[config.mk]
export PLATFORM = sky130hd
export DESIGN_NAME = usbdev_pin_seq_flat
export DESIGN_NICKNAME = d
export VERILOG_FILES = /design/src/rtl/usbdev_pin_seq_pkg.sv /design/src/rtl/usbdev_pin_seq_if.sv /design/src/rtl/usbdev_pin_seq_timer.sv /design/src/rtl/usbdev_pin_seq.sv /design/src/flat_wrapper.sv
export SDC_FILE = /design/constraint.sdc
export NUM_CORES = 1
export LEC_CHECK = 0
export BUFFER_PORTS_ARGS = -buffer_cell sky130_fd_sc_hd__buf_2
export CAP_MARGIN = 20
export CORE_ASPECT_RATIO = 0.8
export CORE_MARGIN = 2
export CORE_UTILIZATION = 61
export DETAILED_ROUTE_END_ITERATION = 8
export GPL_ROUTABILITY_DRIVEN = 0
export PLACE_DENSITY = 0.91
export SETUP_SLACK_MARGIN = 0.05
export SYNTH_ARGS = -nofsm -noshare
export SYNTH_HDL_FRONTEND = slang
export SYNTH_SLANG_ARGS = --single-unit
[constraint.sdc]
create_clock -name clk_i -period 6.1 [get_ports clk_i]
set_input_delay 0 -clock clk_i [delete_from_list [all_inputs] [get_ports clk_i]]
set_output_delay 0 -clock clk_i [all_outputs]
set_load 0.05 [all_outputs]
[src/rtl/usbdev_pin_seq_pkg.sv]
`default_nettype none
// ============================================================================
// Module : usbdev_pin_seq_pkg
// Brief  : Shared types and helpers for the USB PHY pin-override sequencer.
//          Provides the line-symbol and FSM-state enums, the override pin
//          bundle, and the symbol-to-pin decode used by the sequencer.
// Rev    : 1.0  initial release
// ============================================================================
package usbdev_pin_seq_pkg;

  typedef enum logic [1:0] {
    SYM_SE0 = 2'd0,
    SYM_J   = 2'd1,
    SYM_K   = 2'd2,
    SYM_HIZ = 2'd3
  } usb_line_sym_e;

  typedef enum logic [1:0] {
    ST_IDLE    = 2'd0,
    ST_HOLD    = 2'd1,
    ST_DRIVE   = 2'd2,
    ST_RELEASE = 2'd3
  } usbdev_pin_seq_state_e;

  // Override pin values presented to the IO mux.
  typedef struct packed {
    logic oe;
    logic d;
    logic dp;
    logic dn;
    logic se0;
  } pin_drv_t;

  localparam pin_drv_t c_pins_off = '0;

  // Line symbol to override pin values. HIZ releases oe and parks all values low.
  function automatic pin_drv_t sym_to_pins(input usb_line_sym_e sym);
    pin_drv_t p;
    p = c_pins_off;
    case (sym)
      SYM_SE0: begin p.oe = 1'b1; p.se0 = 1'b1; end
      SYM_J:   begin p.oe = 1'b1; p.dp = 1'b1; p.d = 1'b1; end
      SYM_K:   begin p.oe = 1'b1; p.dn = 1'b1; end
      default: p = c_pins_off;
    endcase
    return p;
  endfunction

endpackage
`default_nettype wire

[src/rtl/usbdev_pin_seq_if.sv]
`default_nettype none
// ============================================================================
// Module : usbdev_pin_seq_if
// Brief  : Control/config and pin-drive bundle of the pin-override sequencer.
//          master: CSR/engine side (drives start/abort/config, eng_tx_oe_i).
//          slave : the sequencer (drives hold, override pins and status).
// Rev    : 1.0  initial release
// ============================================================================
interface usbdev_pin_seq_if #(
  parameter int NUM_STEPS = 4,
  parameter int CNT_W     = 16
);
  localparam int NS_W = $clog2(NUM_STEPS + 1);

  logic                       start_i;
  logic                       abort_i;
  logic [NS_W-1:0]            num_steps_i;
  logic [2*NUM_STEPS-1:0]     step_sym_i;
  logic [CNT_W*NUM_STEPS-1:0] step_len_i;
  logic                       eng_tx_oe_i;
  logic                       eng_hold_o;
  logic                       drv_en_o;
  logic                       drv_oe_o;
  logic                       drv_d_o;
  logic                       drv_dp_o;
  logic                       drv_dn_o;
  logic                       drv_se0_o;
  logic                       busy_o;
  logic                       done_o;
  logic                       aborted_o;

  modport master (
    output start_i, abort_i, num_steps_i, step_sym_i, step_len_i, eng_tx_oe_i,
    input  eng_hold_o, drv_en_o, drv_oe_o, drv_d_o, drv_dp_o, drv_dn_o,
           drv_se0_o, busy_o, done_o, aborted_o
  );

  modport slave (
    input  start_i, abort_i, num_steps_i, step_sym_i, step_len_i, eng_tx_oe_i,
    output eng_hold_o, drv_en_o, drv_oe_o, drv_d_o, drv_dp_o, drv_dn_o,
           drv_se0_o, busy_o, done_o, aborted_o
  );
endinterface
`default_nettype wire

[src/rtl/usbdev_pin_seq_timer.sv]
`default_nettype none
// ============================================================================
// Module : usbdev_pin_seq_timer
// Brief  : Loadable down-counter shared by the guard window and the per-step
//          duration. expire_o is high while the current count is the final
//          one, so the owner acts on the same cycle it applies the last tick.
// Ports  : clk_i, rst_i      clock / sync active-high reset
//          load_i, load_val_i load a new count (priority over en_i)
//          en_i              decrement by one
//          expire_o          current count <= 1
// Rev    : 1.0  initial release
// ============================================================================
module usbdev_pin_seq_timer #(
  parameter int CNT_W = 16
) (
  input  wire logic             clk_i,
  input  wire logic             rst_i,
  input  wire logic             load_i,
  input  wire logic [CNT_W-1:0] load_val_i,
  input  wire logic             en_i,
  output logic                  expire_o
);
  logic [CNT_W-1:0] r_count;

  always_ff @(posedge clk_i) begin
    if (rst_i) begin
      r_count <= '0;
    end else if (load_i) begin
      r_count <= load_val_i;
    end else if (en_i && (r_count != '0)) begin
      r_count <= r_count - CNT_W'(1);
    end
  end

  // A count of 0 is also treated as expired so the owner can never stall.
  assign expire_o = (r_count <= CNT_W'(1));
endmodule
`default_nettype wire

[src/rtl/usbdev_pin_seq.sv]
`default_nettype none
// ============================================================================
// Module : usbdev_pin_seq
// Brief  : USB PHY pin-override sequencer. Takes the bus from the engine via a
//          hold/guard handshake, plays up to NUM_STEPS line symbols each held
//          for an exact cycle count, then hands the bus back through a
//          one-cycle RELEASE. All outputs are registered.
// Ports  : clk_i, rst_i  clock / sync active-high reset
//          bus (slave)   start/abort/config + engine tx_oe in;
//                        eng_hold, override pins, busy/done/aborted out
// Rev    : 1.0  initial release
// ============================================================================
module usbdev_pin_seq
  import usbdev_pin_seq_pkg::*;
#(
  parameter int NUM_STEPS    = 4,
  parameter int CNT_W        = 16,
  parameter int GUARD_CYCLES = 4
) (
  input wire logic         clk_i,
  input wire logic         rst_i,
  usbdev_pin_seq_if.slave  bus
);
  localparam int NS_W   = $clog2(NUM_STEPS + 1);
  localparam int STEP_W = (NUM_STEPS > 1) ? $clog2(NUM_STEPS) : 1;
  localparam logic [CNT_W-1:0] c_guard = CNT_W'(GUARD_CYCLES);

  usbdev_pin_seq_state_e      r_state, w_state_n;
  logic [STEP_W-1:0]          r_step, w_step_n, w_step_inc, r_last;
  logic [2*NUM_STEPS-1:0]     r_sym;
  logic [CNT_W*NUM_STEPS-1:0] r_len;
  logic                       r_abort_pend, w_abort_pend_n;
  logic                       w_latch;
  logic                       w_t_load, w_t_en, w_t_expire;
  logic [CNT_W-1:0]           w_t_val, w_len_first, w_len_next;
  logic [NS_W-1:0]            w_nsteps_clamped;
  logic [STEP_W-1:0]          w_last_in;

  logic     r_hold, r_en, r_busy, r_done, r_aborted;
  pin_drv_t r_pins;
  logic     w_hold_n, w_en_n, w_busy_n, w_done_n, w_aborted_n;
  pin_drv_t w_pins_n;

  usbdev_pin_seq_timer #(.CNT_W(CNT_W)) u_timer (
    .clk_i      (clk_i),
    .rst_i      (rst_i),
    .load_i     (w_t_load),
    .load_val_i (w_t_val),
    .en_i       (w_t_en),
    .expire_o   (w_t_expire)
  );

  assign w_nsteps_clamped = (bus.num_steps_i > NS_W'(NUM_STEPS)) ? NS_W'(NUM_STEPS)
                                                                 : bus.num_steps_i;
  assign w_last_in  = STEP_W'(w_nsteps_clamped - NS_W'(1));
  assign w_step_inc = r_step + STEP_W'(1);

  // A programmed length of 0 still shows the symbol for one cycle.
  always_comb begin
    w_len_first = r_len[0 +: CNT_W];
    w_len_next  = r_len[CNT_W*w_step_inc +: CNT_W];
    if (w_len_first == '0) w_len_first = CNT_W'(1);
    if (w_len_next  == '0) w_len_next  = CNT_W'(1);
  end

  // State and shadow registers.
  always_ff @(posedge clk_i) begin
    if (rst_i) begin
      r_state      <= ST_IDLE;
      r_step       <= '0;
      r_last       <= '0;
      r_sym        <= '0;
      r_len        <= '0;
      r_abort_pend <= 1'b0;
      r_hold       <= 1'b0;
      r_en         <= 1'b0;
      r_pins       <= c_pins_off;
      r_busy       <= 1'b0;
      r_done       <= 1'b0;
      r_aborted    <= 1'b0;
    end else begin
      r_state      <= w_state_n;
      r_step       <= w_step_n;
      r_abort_pend <= w_abort_pend_n;
      if (w_latch) begin
        r_last <= w_last_in;
        r_sym  <= bus.step_sym_i;
        r_len  <= bus.step_len_i;
      end
      r_hold    <= w_hold_n;
      r_en      <= w_en_n;
      r_pins    <= w_pins_n;
      r_busy    <= w_busy_n;
      r_done    <= w_done_n;
      r_aborted <= w_aborted_n;
    end
  end

  // Next-state and timer control.
  always_comb begin
    w_state_n      = r_state;
    w_step_n       = r_step;
    w_abort_pend_n = r_abort_pend;
    w_latch        = 1'b0;
    w_t_load       = 1'b0;
    w_t_val        = c_guard;
    w_t_en         = 1'b0;
    case (r_state)
      ST_IDLE: begin
        w_abort_pend_n = 1'b0;
        // Abort in the same cycle as start cancels the start outright.
        if (bus.start_i && !bus.abort_i) begin
          w_latch = 1'b1;
          if (bus.num_steps_i != '0) begin
            w_state_n = ST_HOLD;
            w_t_load  = 1'b1;
            w_t_val   = c_guard;
          end
        end
      end
      ST_HOLD: begin
        if (bus.abort_i) begin
          w_state_n = ST_IDLE;
        end else if (bus.eng_tx_oe_i) begin
          // Engine still talking: restart the quiet window.
          w_t_load = 1'b1;
          w_t_val  = c_guard;
        end else begin
          w_t_en = 1'b1;
          if (w_t_expire) begin
            w_state_n = ST_DRIVE;
            w_step_n  = '0;
            w_t_load  = 1'b1;
            w_t_val   = w_len_first;
          end
        end
      end
      ST_DRIVE: begin
        if (bus.abort_i) begin
          w_state_n      = ST_RELEASE;
          w_abort_pend_n = 1'b1;
        end else begin
          w_t_en = 1'b1;
          if (w_t_expire) begin
            if (r_step == r_last) begin
              w_state_n = ST_RELEASE;
            end else begin
              w_step_n = w_step_inc;
              w_t_load = 1'b1;
              w_t_val  = w_len_next;
            end
          end
        end
      end
      default: begin
        w_state_n      = ST_IDLE;
        w_abort_pend_n = 1'b0;
      end
    endcase
  end

  // Output decode from the state being entered, registered above.
  always_comb begin
    w_busy_n    = (w_state_n != ST_IDLE);
    w_hold_n    = (w_state_n != ST_IDLE);
    w_en_n      = (w_state_n == ST_DRIVE) || (w_state_n == ST_RELEASE);
    w_pins_n    = c_pins_off;
    if (w_state_n == ST_DRIVE) begin
      w_pins_n = sym_to_pins(usb_line_sym_e'(r_sym[2*w_step_n +: 2]));
    end
    w_done_n    = 1'b0;
    w_aborted_n = 1'b0;
    case (r_state)
      ST_IDLE:    w_done_n    = bus.start_i && !bus.abort_i && (bus.num_steps_i == '0);
      ST_HOLD:    w_aborted_n = bus.abort_i;
      ST_RELEASE: begin
        w_done_n    = !r_abort_pend;
        w_aborted_n = r_abort_pend;
      end
      default: ;
    endcase
  end

  assign bus.eng_hold_o = r_hold;
  assign bus.drv_en_o   = r_en;
  assign bus.drv_oe_o   = r_pins.oe;
  assign bus.drv_d_o    = r_pins.d;
  assign bus.drv_dp_o   = r_pins.dp;
  assign bus.drv_dn_o   = r_pins.dn;
  assign bus.drv_se0_o  = r_pins.se0;
  assign bus.busy_o     = r_busy;
  assign bus.done_o     = r_done;
  assign bus.aborted_o  = r_aborted;
endmodule
`default_nettype wire

[src/flat_wrapper.sv]
// flat-port wrapper written by rule: the top's interface ports become plain ports
module usbdev_pin_seq_flat import usbdev_pin_seq_pkg::*;
#(
  parameter int NUM_STEPS    = 4,
  parameter int CNT_W        = 16,
  parameter int GUARD_CYCLES = 4
)
  (clk_i, rst_i, bus_start_i, bus_abort_i, bus_num_steps_i, bus_step_sym_i, bus_step_len_i, bus_eng_tx_oe_i, bus_eng_hold_o, bus_drv_en_o, bus_drv_oe_o, bus_drv_d_o, bus_drv_dp_o, bus_drv_dn_o, bus_drv_se0_o, bus_busy_o, bus_done_o, bus_aborted_o);
  usbdev_pin_seq_if #(.NUM_STEPS(NUM_STEPS), .CNT_W(CNT_W)) bus_i ();
  input wire logic clk_i;
  input wire logic rst_i;
  input wire logic [$bits(bus_i.start_i)-1:0] bus_start_i;
  input wire logic [$bits(bus_i.abort_i)-1:0] bus_abort_i;
  input wire logic [$bits(bus_i.num_steps_i)-1:0] bus_num_steps_i;
  input wire logic [$bits(bus_i.step_sym_i)-1:0] bus_step_sym_i;
  input wire logic [$bits(bus_i.step_len_i)-1:0] bus_step_len_i;
  input wire logic [$bits(bus_i.eng_tx_oe_i)-1:0] bus_eng_tx_oe_i;
  output wire logic [$bits(bus_i.eng_hold_o)-1:0] bus_eng_hold_o;
  output wire logic [$bits(bus_i.drv_en_o)-1:0] bus_drv_en_o;
  output wire logic [$bits(bus_i.drv_oe_o)-1:0] bus_drv_oe_o;
  output wire logic [$bits(bus_i.drv_d_o)-1:0] bus_drv_d_o;
  output wire logic [$bits(bus_i.drv_dp_o)-1:0] bus_drv_dp_o;
  output wire logic [$bits(bus_i.drv_dn_o)-1:0] bus_drv_dn_o;
  output wire logic [$bits(bus_i.drv_se0_o)-1:0] bus_drv_se0_o;
  output wire logic [$bits(bus_i.busy_o)-1:0] bus_busy_o;
  output wire logic [$bits(bus_i.done_o)-1:0] bus_done_o;
  output wire logic [$bits(bus_i.aborted_o)-1:0] bus_aborted_o;
  assign bus_i.start_i = bus_start_i;
  assign bus_i.abort_i = bus_abort_i;
  assign bus_i.num_steps_i = bus_num_steps_i;
  assign bus_i.step_sym_i = bus_step_sym_i;
  assign bus_i.step_len_i = bus_step_len_i;
  assign bus_i.eng_tx_oe_i = bus_eng_tx_oe_i;
  assign bus_eng_hold_o = bus_i.eng_hold_o;
  assign bus_drv_en_o = bus_i.drv_en_o;
  assign bus_drv_oe_o = bus_i.drv_oe_o;
  assign bus_drv_d_o = bus_i.drv_d_o;
  assign bus_drv_dp_o = bus_i.drv_dp_o;
  assign bus_drv_dn_o = bus_i.drv_dn_o;
  assign bus_drv_se0_o = bus_i.drv_se0_o;
  assign bus_busy_o = bus_i.busy_o;
  assign bus_done_o = bus_i.done_o;
  assign bus_aborted_o = bus_i.aborted_o;
  usbdev_pin_seq #(.NUM_STEPS(NUM_STEPS), .CNT_W(CNT_W), .GUARD_CYCLES(GUARD_CYCLES)) u_core (.clk_i(clk_i), .rst_i(rst_i), .bus(bus_i));
endmodule
=== Word level (Yosys, flattened, before mapping) ===
Index checks and enable logic that the tools add are counted.
Widths: inputs -> output; s select.

* Input bits: 80
* Logic and storage cells: 103
* Output and inout port bits: 10
* Register bits after elaboration: 104

* Add/subtract/negate cells: 3
* Eq/ne operators: 9
* Magnitude comparators: 2
* Bitwise operators: 2
* Multiplexer cells: 51
* Shifts and indexed selects: 2
* Reductions and logical operators: 18

{| class="wikitable"
|+ Operators by type and width
! operator !! number
|-
| $mux 16 || 10
|-
| $shiftx 64x7->16 || 1
|-
| $logic_not 16->1 || 2
|-
| $mux 2 || 16
|-
| $pmux 16 s2 || 1
|-
| $mux 1 || 17
|-
| $le 16x1->1 const B || 1
|-
| $reduce_bool 16->1 || 1
|-
| $sub 16x1->16 const B || 1
|-
| $eq 2x2->1 const B || 5
|-
| $pmux 1 s2 || 4
|-
| $shiftx 8x4->2 || 1
|-
| $pmux 2 s3 || 1
|-
| $eq 2x1->1 const B || 2
|-
| $logic_not 2->1 || 2
|-
| $pmux 2 s2 || 1
|-
| $reduce_bool 2->1 || 2
|-
| $gt 3x3->1 const B || 1
|-
| $logic_and 1x1->1 || 3
|-
| $logic_not 3->1 || 1
|-
| $pmux 1 s3 || 1
|-
| $reduce_bool 3->1 || 1
|-
| $reduce_or 3->1 || 1
|-
| $add 2x1->2 const B || 1
|-
| 8 further kinds || 10
|}

=== Depth between registers and ports, before layout ===
* Depth after elaboration: 9
* Mapped depth: 12
* Gate-level depth less buffers: 10

=== Hierarchy ===
From an unflattened synthesis, not the netlist that was laid out.

* Cells, all modules: 597
* Area, all modules: 4989.8 um2

{| class="wikitable"
|+ Modules (own cells, without submodules)
! module !! seq. area each (um2) !! area an instance (um2) !! cells an instance !! instances
|-
| usbdev_pin_seq || 1721.7 || 4032.6 || 481 || 1
|-
| usbdev_pin_seq_timer || 320.3 || 957.2 || 116 || 1
|}

=== Worst setup path before layout ===
Ideal clock, no wire load.

* Path kind: reg-to-reg
* Start: register u_core.u_timer.r_count[0]
* End: register u_core.r_pins, in the netlist u_core.bus.drv_dp_o
* Data required time: 6035 ps
* Path buffers: 1
* Library setup time: 65 ps
* Data arrival time: 2307 ps
* Cell stages (with the launch flop): 12
* Period minus slack after synthesis: 2373 ps
* Setup slack: 3727 ps
* Cell sequence: dfxtp_1 inv_1 ha_1 o21ba_2 nand3_2 o41ai_1 and3b_1 buf_4 mux2_1 nor3b_2 a21oi_1 nor2b_1

* Word-level cells in the longest chain between the ends: 8
* Elaborated cells between the ends (all ways): 19
* Those cells by class: order compare: 1; eq/ne: 2; shift: 1; mux: 13; bitwise: 1; reduce/logical: 1

{| class="wikitable"
|+ RTL lines
! item !! line !! text
|-
| start, declared || usbdev_pin_seq_timer.sv:23 || <nowiki>logic [CNT_W-1:0] r_count;</nowiki>
|-
| start signal, assigned || usbdev_pin_seq_timer.sv:29 || <nowiki>r_count <= load_val_i;</nowiki>
|-
| start signal, assigned || usbdev_pin_seq_timer.sv:31 || <nowiki>r_count <= r_count - CNT_W'(1);</nowiki>
|-
| $le 16x1->1 (*) || usbdev_pin_seq_timer.sv:36 || <nowiki>assign expire_o = (r_count <= CNT_W'(1));</nowiki>
|-
| $mux 2 || usbdev_pin_seq.sv:130 || <nowiki>if (w_t_expire) begin</nowiki>
|-
| $mux 2 || usbdev_pin_seq.sv:124 || <nowiki>end else if (bus.eng_tx_oe_i) begin</nowiki>
|-
| $mux 2 || usbdev_pin_seq.sv:122 || <nowiki>if (bus.abort_i) begin</nowiki>
|-
| $pmux 2 s2 / $pmux 2 s3 (equally long branches) || usbdev_pin_seq.sv:108 || <nowiki>case (r_state)</nowiki>
|-
| $shiftx 8x4->2 / $eq 2x2->1 (equally long branches) || usbdev_pin_seq.sv:169, usbdev_pin_seq.sv:168 ||
|-
| $eq 2x1->1 / $not 1->1 (equally long branches) || -- ||
|-
| $mux 2 / $reduce_or 2->1 (equally long branches) || -- ||
|-
| end signal, assigned || usbdev_pin_seq.sv:77 || <nowiki>r_pins <= c_pins_off;</nowiki>
|-
| end signal, assigned || usbdev_pin_seq.sv:92 || <nowiki>r_pins <= w_pins_n;</nowiki>
|-
| end, declared || usbdev_pin_seq.sv:40 || <nowiki>pin_drv_t r_pins;</nowiki>
|}

Every way passes the cells marked *; elsewhere a longest branch is shown, timed or not.
A chain may end at the register's enable or synchronous reset.

=== Worst setup path after layout ===
* Start: register u_core.r_step[1]
* End: register u_core.r_pins, in the netlist u_core.bus.drv_dp_o

* Word-level cells in the longest chain between the ends: 8
* Elaborated cells between the ends (all ways): 19
* Those cells by class: add/sub: 1; eq/ne: 3; shift: 1; mux: 12; bitwise: 1; reduce/logical: 1

{| class="wikitable"
|+ RTL lines
! item !! line !! text
|-
| start, declared || usbdev_pin_seq.sv:29 || <nowiki>logic [STEP_W-1:0] r_step, w_step_n, w_step_inc, r_last;</nowiki>
|-
| start signal, assigned || usbdev_pin_seq.sv:83 || <nowiki>r_step <= w_step_n;</nowiki>
|-
| $add 2x1->2 / $eq 2x2->1 (equally long branches) || usbdev_pin_seq.sv:56, usbdev_pin_seq.sv:145 ||
|-
| $mux 2 || usbdev_pin_seq.sv:145 || <nowiki>if (r_step == r_last) begin</nowiki>
|-
| $mux 2 || usbdev_pin_seq.sv:144 || <nowiki>if (w_t_expire) begin</nowiki>
|-
| $mux 2 || usbdev_pin_seq.sv:139 || <nowiki>if (bus.abort_i) begin</nowiki>
|-
| $pmux 2 s2 / $pmux 2 s3 (equally long branches) || usbdev_pin_seq.sv:108 ||
|-
| $shiftx 8x4->2 / $eq 2x2->1 (equally long branches) || usbdev_pin_seq.sv:169, usbdev_pin_seq.sv:168 ||
|-
| $eq 2x1->1 / $not 1->1 (equally long branches) || -- ||
|-
| $mux 2 / $reduce_or 2->1 (equally long branches) || -- ||
|}

Several ways; a longest one is shown, not always the timed one.

==> metrics.md <==
| Metric | Value |
|---|---|
| YS warnings | `0` |
| Async S/R FF share, synth | `0` |
| Final critical-path required period | `3.71 ns` |
| CP max stage delay | `just over 1 ns` |
| Worst rel slew slack | `0.303` |
| Power Total | `1.56 mW` |
| Pin count of the biggest net entering global routing | `97` |
| Detail Route Antenna Nets | `0` |
| CP Capture Type | `flop` |
| Slowest CP cell | `dfxtp_1` |
| Unrepaired setup endpoints after global routing | `false` |
| Final HPWL DP | `10.4 mm` |
| CTS Buffer Depth | `2` |
| Post_cts resized | `0` |
| Post-CTS Setup Inserts | `0` |
| Crit path launch type | `flop` |
| Clock Pin Slew Worst Setup and Hold Paths | `0.11 ns` |
| Pins Over Slew Limit | `0` |
| Cell taking the most area after synthesis | `dfxtp_1` |
| Min-Delay Path Class | `primary input to flop` |
| Htree depth | `3` |
| Data arrival, critical path | `4.04 ns` |
| Drt first-iter violations | `around 940` |
| Hold path cells | `3` |
| Worst Path Required | `6.44 ns` |
| Post-DR vias/cell | `6.61` |
| Netlist cell types | `72` |
| Tcrit/Tclk final | `0.608` |
| Initial antenna violation count | `3` |
| Layout Utilization | `0.784` |
| Slew @ Worst Pin | `between 1 and 1.5 ns` |
| Maximum VDD drop | `0.142 mV` |
| Ys flop type | `dfxtp_1` |
| Worst path cell trace | `xnor2_1 > a2111oi_1 > a21oi_1 > and3b_1 > mux2_1 > nor3b_2 > a21oi_1 > nor2b_1` |
| First-pass GRT wire length | `roughly 30 mm` |
| Max Cap Violations | `0` |
| Vias | `5856` |
| Synth top cells by count | `nand2_1, dfxtp_1, a21oi_1, nor2_1, clkbuf_1` |
| Status | `finished with violations` |
| Hold slack | `around 0.018 ns` |
| Violated checks | `DRC` |
| Cell Area, Synth | `5230 sq um` |
| Global-route usage over all layers | `0.424` |
| Clock root cell | `clkbuf_8` |
| Chip width | `108 microns` |
| Pwr Density | `237 nW/um^2` |
| DRT Pass-1 Iters | `9` |
| Dpl ws | `~2.7 ns` |
| Top-count cell post-synth | `nand2_1` |
| TritonCTS clock tree | `built` |
| Die H | `86.8 microns` |
| Most common cell on crit path | `a21oi_1` |
| DRC Markers | `9` |
| Initial core utilization | `0.622` |
| Sink Count | `103` |
| R2R cell count | `8` |
| Clk_skew | `0.0102 ns` |
| WL per Instance | `22.0 microns` |
| Critical path class | `flop to flop` |
| Final Hold Fails | `0` |
| Post-synthesis sequential area ratio | `0.394` |
| Syn Inst Count | `632` |
| Number of global-route vias before repair | `5571` |
| Post-synth net total | `720` |
| Worst setup margin | `2.39 ns` |
| Setup TNS | `0 ns` |
| Lkg Pwr | `2.55 nW` |
| Top cells by area, synth | `dfxtp_1, nand2_1, a21oi_1, mux4_2, nor2_1` |
| Number of placement rows | `30` |
| Final wirelength | `19.5 mm` |
| Final nets | `856` |
| Fmax | `270 MHz` |
| Synth top area share | `0.394` |
| Global route total overflow | `0` |
| IO Port Bufs | `89` |
| Crit path max fanout | `20` |
| Setup violators final | `0` |
| Fraction of layout cells with a size suffix above 1 | `0.197` |
| Mean area per synthesized cell | `slightly above 8 sq um` |
| Total CTS buffers | `9` |
| Clk Latency, worst-skew pair | `a little under 0.4 ns` |
| Top Ports | `90` |
| CORE AREA | `between 8000 and 9000 sq um` |
| Hold buffers post-CTS | `73` |
| DIE AREA | `just over 9000 sq um` |
| EDFF count, synth | `0` |
| Synth Register Bits | `103` |
| Layout Area Growth over Synthesis | `26.1%` |
## cell families (layout without fill, tap and decap cells)
| family | count (synthesis) | count (layout) | share of synthesized area |
|---|---|---|---|
| adder cells (fa/ha/maj) | 8 | 8 | 0.0191 |
| XOR/XNOR | 10 | 10 | 0.0182 |
| multiplexers | 21 | 21 | 0.0790 |
| AND/OR/NAND/NOR | 285 | 285 | 0.260 |
| AO/OA/AOI/OAI | 154 | 154 | 0.185 |
| other | 0 | 1 | 0 |
| flip-flops | 103 | 103 | 0.394 |
| buffers and inverters | 51 | 192 | 0.0445 |
## worst max-delay path, delay by kind of cell, from the launching register on
kind / cells / cell delay (ns)
flops: 1 / 1.03
compound gates: 3 / 0.95
simple gates: 3 / 0.83
xor+xnor: 1 / 0.44
mux: 1 / 0.39
## worst paths after layout
| check | startpoint | to | slack, ns |
|---|---|---|---|
| hold / removal | bus_num_steps_i[0] | u_core.r_last[0] | 0.02 |
| setup / recovery | u_core.r_step[1] | u_core.bus.drv_dp_o | 2.39 |
| setup reg to reg | u_core.r_step[1] | u_core.bus.drv_dp_o | 2.39 |
| hold reg to reg | u_core.r_len[29] | u_core.r_len[29] | 0.47 |
## sequential cells by signal, summed over array words and instances, names as in the netlist
| signal | flops |
|---|---|
| u_core.r_abort_pend | 1 |
| u_core.bus.aborted_o | 1 |
| u_core.r_step | 2 |
| u_core.bus.drv_en_o | 1 |
| u_core.bus.done_o | 1 |
| u_core.bus.drv_dn_o | 1 |
| u_core.r_last | 2 |
| u_core.r_sym | 8 |
| u_core.bus.drv_se0_o | 1 |
| u_core.u_timer.r_count | 16 |
| u_core.r_state | 2 |
| u_core.bus.drv_oe_o | 1 |
| u_core.bus.eng_hold_o | 1 |
| u_core.bus.drv_dp_o | 1 |
| u_core.r_len | 64 |
## where the power goes
part	switching (mW)	internal, mW	leakage (nW)	total (mW)
Combinational	0.222	0.154	1.61	0.376
Clock	0.266	0.157	0.0987	0.423
Sequential	0.0506	0.711	0.840	0.762
Total	0.538	1.02	2.55	1.56
## layout make-up
cell class	count	area [sq um]
Multi-Input combinational cell	478	2930
Sequential cell	103	2060
Fill cell	534	1820
Timing Repair Buffer	166	1230
Tap cell	112	140
Clock buffer	9	124
Clock inverter	7	63.8
Inverter	10	37.5
Antenna cell	1	2.50
## stage by stage
step	cells	instance area [sq um]
floorplan	632	5230
global placement	795	5640
detailed placement	795	5640
CTS	884	6560
global route	886	6590
finish	886	6590
## layer usage
layer / GRT usage / vias up / share of wire
li1: - / 2507 / -
met1: 0.459 / 2599 / 0.32
met2: 0.662 / 533 / 0.43
met3: 0.167 / 215 / 0.13
met4: 0.344 / 2 / 0.11
met5: 0 / - / 0.00056
## cells in the final DEF (no fill, tap or decap), drive strengths merged, types with 7 or more instances in the layout
cell	synthesis	layout
a21oi	88	88
a22oi	8	8
a31oi	8	8
buf	20	93
clkbuf	21	9
dfxtp	103	103
dlygate4sd3	0	73
ha	8	8
inv	10	13
mux4	16	16
nand2	162	162
nand3	10	10
nor2	36	36
nor2b	7	7
nor3	17	17
nor4	16	16
o21ai	10	10
xnor2	8	8
Power figures use the tool's default switching activity.
